**src/rtl/swt16_pkg.sv**
```systemverilog
// ============================================================================
//  Module      : swt16_pkg
//  Description : Shared constants for the hazard controller (forward-select
//                encoding and tracker entry field widths).
//  Revision    : 1.0 - initial release
// ============================================================================
`default_nettype none

package swt16_pkg;

    localparam int FWD_REGFILE   = 0;
    localparam int ENTRY_VALID_W = 1;
    localparam int ENTRY_LOAD_W  = 1;

    // Full entry width once the register index width is known.
    function automatic int entry_width(input int idx_w);
        return ENTRY_VALID_W + idx_w + ENTRY_LOAD_W;
    endfunction

endpackage

`default_nettype wire

```
**src/rtl/hazard_match.sv**
```systemverilog
// ============================================================================
//  Module      : hazard_match
//  Description : Youngest-match search of one DC source against the tracker.
//  Revision    : 1.0 - initial release
// ============================================================================
`default_nettype none

module hazard_match
    import swt16_pkg::*;
#(
    parameter int REG_IDX_WIDTH = 4,
    parameter int PIPE_DEPTH    = 3,
    parameter int SEL_WIDTH     = 2
) (
    input  logic [REG_IDX_WIDTH-1:0]            src_idx,
    input  logic                                src_used,
    input  logic [PIPE_DEPTH-1:0]               entry_valid,
    input  logic [PIPE_DEPTH*REG_IDX_WIDTH-1:0] entry_idx,
    input  logic [PIPE_DEPTH-1:0]               entry_load,
    output logic                                hit,
    output logic [SEL_WIDTH-1:0]                sel,
    output logic                                hit_load
);

    // Scan oldest to youngest so the lowest matching stage wins.
    always_comb begin
        hit      = 1'b0;
        sel      = SEL_WIDTH'(FWD_REGFILE);
        hit_load = 1'b0;
        for (int k = PIPE_DEPTH - 1; k >= 0; k--) begin
            if (src_used && entry_valid[k] &&
                entry_idx[k*REG_IDX_WIDTH +: REG_IDX_WIDTH] == src_idx) begin
                hit      = 1'b1;
                sel      = SEL_WIDTH'(k + 1);
                hit_load = entry_load[k];
            end
        end
    end

endmodule

`default_nettype wire

```
**src/rtl/hazard_ctrl.sv**
```systemverilog
// ============================================================================
//  Module      : hazard_ctrl
//  Description : Pipeline hazard detection, stall generation and forwarding
//                select; HAZARD_FORWARDING_EN enables operand forwarding.
//  Revision    : 1.0 - initial release
// ============================================================================
`default_nettype none

module hazard_ctrl
    import swt16_pkg::*;
#(
    parameter  int REG_IDX_WIDTH = 4,
    parameter  int PIPE_DEPTH    = 3,
    parameter  int CNT_WIDTH     = 16,
    localparam int SEL_WIDTH     = $clog2(PIPE_DEPTH + 1)
) (
    input  logic                     clock,
    input  logic                     reset,
    input  logic                     in_dc_valid,
    input  logic [REG_IDX_WIDTH-1:0] in_src1_idx,
    input  logic [REG_IDX_WIDTH-1:0] in_src2_idx,
    input  logic                     in_src1_used,
    input  logic                     in_src2_used,
    input  logic [REG_IDX_WIDTH-1:0] in_dst_idx,
    input  logic                     in_dst_write,
    input  logic                     in_dst_is_load,
    input  logic                     in_flush,
    input  logic                     in_count_clr,
    output logic                     out_stall,
    output logic [SEL_WIDTH-1:0]     out_fwd_src1_sel,
    output logic [SEL_WIDTH-1:0]     out_fwd_src2_sel,
    output logic [CNT_WIDTH-1:0]     out_stall_count
);

    logic [PIPE_DEPTH-1:0]               ent_valid;
    logic [PIPE_DEPTH-1:0]               ent_load;
    logic [PIPE_DEPTH*REG_IDX_WIDTH-1:0] ent_idx;
    logic                                hit1, hit2, load1, load2;
    logic [SEL_WIDTH-1:0]                sel1, sel2;
    logic                                stall;
    logic                                insert;
    logic [CNT_WIDTH-1:0]                count;

    hazard_match #(
        .REG_IDX_WIDTH(REG_IDX_WIDTH), .PIPE_DEPTH(PIPE_DEPTH), .SEL_WIDTH(SEL_WIDTH)
    ) u_match_src1 (
        .src_idx(in_src1_idx), .src_used(in_src1_used),
        .entry_valid(ent_valid), .entry_idx(ent_idx), .entry_load(ent_load),
        .hit(hit1), .sel(sel1), .hit_load(load1)
    );

    hazard_match #(
        .REG_IDX_WIDTH(REG_IDX_WIDTH), .PIPE_DEPTH(PIPE_DEPTH), .SEL_WIDTH(SEL_WIDTH)
    ) u_match_src2 (
        .src_idx(in_src2_idx), .src_used(in_src2_used),
        .entry_valid(ent_valid), .entry_idx(ent_idx), .entry_load(ent_load),
        .hit(hit2), .sel(sel2), .hit_load(load2)
    );

`ifdef HAZARD_FORWARDING_EN
    localparam logic [SEL_WIDTH-1:0] SEL_EX = SEL_WIDTH'(1);
    logic unused_hits;
    assign unused_hits = hit1 ^ hit2;

    // Only a load sitting in EX cannot be forwarded in time.
    always_comb begin
        stall            = 1'b0;
        out_fwd_src1_sel = SEL_WIDTH'(FWD_REGFILE);
        out_fwd_src2_sel = SEL_WIDTH'(FWD_REGFILE);
        if (!in_flush) begin
            out_fwd_src1_sel = sel1;
            out_fwd_src2_sel = sel2;
            stall = in_dc_valid && ((sel1 == SEL_EX && load1) ||
                                    (sel2 == SEL_EX && load2));
        end
    end
`else
    logic unused_fwd;
    assign unused_fwd = ^{sel1, sel2, load1, load2};

    always_comb begin
        stall            = in_dc_valid && !in_flush && (hit1 || hit2);
        out_fwd_src1_sel = SEL_WIDTH'(FWD_REGFILE);
        out_fwd_src2_sel = SEL_WIDTH'(FWD_REGFILE);
    end
`endif

    assign insert          = in_dc_valid && in_dst_write && !stall && !in_flush;
    assign out_stall       = stall;
    assign out_stall_count = count;

    // A stalled or flushed DC instruction enters EX as a bubble.
    always_ff @(posedge clock or negedge reset) begin
        if (!reset) begin
            ent_valid <= '0;
            ent_load  <= '0;
            ent_idx   <= '0;
        end else begin
            ent_valid <= {ent_valid[PIPE_DEPTH-2:0], insert};
            ent_load  <= {ent_load[PIPE_DEPTH-2:0], in_dst_is_load};
            ent_idx   <= {ent_idx[(PIPE_DEPTH-1)*REG_IDX_WIDTH-1:0], in_dst_idx};
        end
    end

    always_ff @(posedge clock or negedge reset) begin
        if (!reset) begin
            count <= '0;
        end else if (in_count_clr) begin
            count <= '0;
        end else if (stall && count != {CNT_WIDTH{1'b1}}) begin
            count <= count + 1'b1;
        end
    end

endmodule

`default_nettype wire

```
**config.mk**
```make
export PLATFORM = sky130hd
export DESIGN_NAME = hazard_ctrl
export DESIGN_NICKNAME = d
export VERILOG_FILES = /design/src/rtl/swt16_pkg.sv /design/src/rtl/hazard_match.sv /design/src/rtl/hazard_ctrl.sv
export SDC_FILE = /design/constraint.sdc
export NUM_CORES = 1
export LEC_CHECK = 0
export BUFFER_PORTS_ARGS = -buffer_cell sky130_fd_sc_hd__buf_2
export CORE_ASPECT_RATIO = 0.75
export CORE_UTILIZATION = 27
export CTS_CLUSTER_SIZE = 10
export DETAILED_ROUTE_END_ITERATION = 16
export PLACE_DENSITY = 0.47
export SLEW_MARGIN = 20
export SYNTH_ARGS = -nofsm -noshare
export SYNTH_HDL_FRONTEND = slang
export SYNTH_SLANG_ARGS = --single-unit
export TNS_END_PERCENT = 100
```
**constraint.sdc**
```tcl
create_clock -name clock -period 4.75 [get_ports clock]
set_input_delay 0.475 -clock clock [delete_from_list [all_inputs] [get_ports clock]]
set_output_delay 0.475 -clock clock [all_outputs]
set_load 0.005 [all_outputs]
```
==> run_results.csv <==
group,metric,value,unit
status,outcome,"complete, no violations",
sta,fmax,0.366,GHz
logic_synthesis,synth_largest_area_cell,"dfrtp_1",
worst_setup_path,r2r-end,"out_stall_count[6]$_DFFE_PN0P_",
worst_setup_path,crit_path_max_fanout,10,
placement,dp_hpwl,2760,um
detailed_routing,remaining_drc_errors,0,
job,drv_cap,0,
detailed_routing,dr.pass1.iters,4,
detailed_routing,wl_per_cell,13.1,um
floorplan,design.core.area,0.00601,mm2
pwr,cellLeakagePower,0.959,nW
sta,worst_slew_pin_slew,0.918,ns
clocking,ctsLongestPathBuffers,2,
hold_path,hold_class,"primary input to async pin",
finish,fin_cells,289,
worst_setup_path,rr_worst_depth,8,
sta,fin_crit,2.74,ns
logic_synthesis,synth-edff-count,0,
clocking,clk_latency,0.28,ns
clocking,path_clk_slew,0.07,ns
sta,setup_tns,0,ns
detailed_routing,antenna_left,0,
clocking,h-tree-depth,2,
sta,maxSlewHeadroom,38.7,%
sta,fin_crit_sh,57.6,%
clocking,cts_setup_buffers,0,
detailed_routing,vias,1345,
floorplan,die_area,0.00677,mm2
worst_setup_path,critPathRequiredTime,4.92,ns
placement,place_ws,2.04,ns
worst_setup_path,crit_path_end_kind,"flop",
floorplan,fp.dieW,94.7,um
pwr,p_per_area,284,mW/mm2
clocking,cts_buffers,5,
floorplan,start_util,29.0,%
logic_synthesis,syn_avg_cell_area,10.0,um2
placement,post_dp_cell_area,0.00197,mm2
logic_synthesis,synth_cell_types,40,
logic_synthesis,yosysTopAreaCellShare,44.6,%
global_route,antenna_found_initial,0,
worst_setup_path,reg2reg_slack,2.01,ns
global_route,grt_max_degree,32,
worst_setup_path,startpoint,"out_stall_count[0]$_DFFE_PN0P_",
clocking,ctsResizeCount,0,
sta,fin_ws,2.01,ns
logic_synthesis,syn_area,0.00174,mm2
finish,drive_above_1_share,28.0,%
floorplan,die_y,71.5,um
global_route,gr-total-overflow,0,
global_route,grt_use_total,12.5,%
placement,dp_cells,281,
logic_synthesis,ys_ff_latch,31,
floorplan,num_rows,24,
worst_setup_path,arrival,2.91,ns
logic_synthesis,async_reset_ff_share,100,%
placement,place_congestion,0.779,
finish,fin_area,0.00208,mm2
logic_synthesis,yosysMostFrequentCell,"dfrtp_1",
logic_synthesis,syn_inst,174,
worst_setup_path,timing_worst_setup_path_type,"flop to flop",
logic_synthesis,ys_warn_count,0,
clocking,postCtsHoldBufs,0,
finish,fin_util,34.7,%
detailed_routing,avgViaCountPerCell,4.65,
sta,rsz0062_at_grt,"false",
placement,io_buffers,36,
clocking,root_buffer,"clkbuf_8",
clocking,cts_sinks,31,
finish,final_nets,232,
logic_synthesis,synth_top_flop_cell,"dfrtp_1",
sta,fin_hold_ws,0.251,ns
pwr,vdd_drop_max,104,uV
worst_setup_path,worstReg2RegStart,"out_stall_count[0]$_DFFE_PN0P_",
detailed_routing,routed_wl,3800,um
sta,finalHoldViolCount,0,
floorplan,io_pins,42,
finish,syn_to_final_growth,19.9,%
worst_setup_path,startpoint_type,"flop",
global_route,grt_pass1_wl,6350,um
pwr,p_total,593,uW
sta,maxSlewViolCount,0,
sta,setup_viol,0,
sta,skew,0.00952,ns
detailed_routing,drt_iter0_markers,54,
logic_synthesis,yosysSeqAreaShare,44.6,%
finish,diodes,0,
logic_synthesis,synthTopCellsByArea,"dfrtp_1 45%, xor2_1 7.1%, mux2_2 5.8%",
logic_synthesis,synth_commonest_cells,"31 x dfrtp_1, 22 x nor2_1, 14 x xor2_1",
clocking,cts_tree,"yes",
global_route,grt_pass1_vias,1283,
-- worst max-delay path: stages, from the launching register on --
cell and delay [ns]:
dfrtp_1 0.46, ha_1 0.21, nand3_1 0.10, nor3_1 0.32
nor2b_1 0.78, nor2_1 0.10, o21ai_0 0.25, nor3_1 0.10
mux2_2 0.29
-- report_power, final --
part	leakage (nW)	switching, mW	internal (mW)	total [mW]
Sequential	0.404	0.00651	0.270	0.277
Clock	0.0612	0.0990	0.170	0.269
Combinational	0.494	0.0282	0.0191	0.0473
Total	0.959	0.134	0.459	0.593
-- flip-flops by register name, summed over array words and instances, names as in the netlist --
register and flops:
ent_valid 3, out_stall_count 16, ent_idx 12
-- area by class of cell --
type	count	area, um2
sequential	31	776
clock inverter	2	35.0
timing repair buffer	36	180
clock buffer	6	82.6
inverter	4	15.0
multi-input combinational	132	898
tap	78	97.6
fill	615	3920
-- worst max path at each step --
| stage | endpoint | cells after the start |
|---|---|---|
| 3_5_place_dp | out_stall_count[6]$_DFFE_PN0P_ | 8 |
| 6_report | out_stall_count[6]$_DFFE_PN0P_ | 8 |
| 5_1_grt | out_stall_count[6]$_DFFE_PN0P_ | 8 |
| 2_1_floorplan | out_stall_count[10]$_DFFE_PN0P_ | 7 |
| 4_1_cts | out_stall_count[6]$_DFFE_PN0P_ | 8 |
| 3_3_place_gp | out_stall_count[6]$_DFFE_PN0P_ | 8 |
-- layer usage --
metal  GRT usage [%]  vias to the layer above  routed length, um
met1            17.6                      634               1920
met5               0                        -                  0
met3            3.40                        6                197
met4            4.71                        0                 68
met2            18.1                       39               1610
li1                -                      666                  -
-- cell families after synthesis --
group / synth area share [%]
other: 0.216
and+or+nand+nor: 26.8
DFF: 44.6
buffers and inverters: 4.39
AOI/OAI and AO/OA: 3.89
adders and majority gates: 0.719
muxes: 8.35
xor gates and xnor gates: 11.1
-- layout by cell type, fill, tap and decap left out, types with 4 or more instances in the layout --
master and n:
xnor2_1 8, nand3_1 11, xor2_1 14, clkbuf_8 6
nor2b_1 13, dfrtp_1 31, buf_2 36, nand4_1 7
conb_1 4, mux2_2 9, inv_1 4, nor2_1 22
nor3_1 9
(Power assumes the default switching activity.)
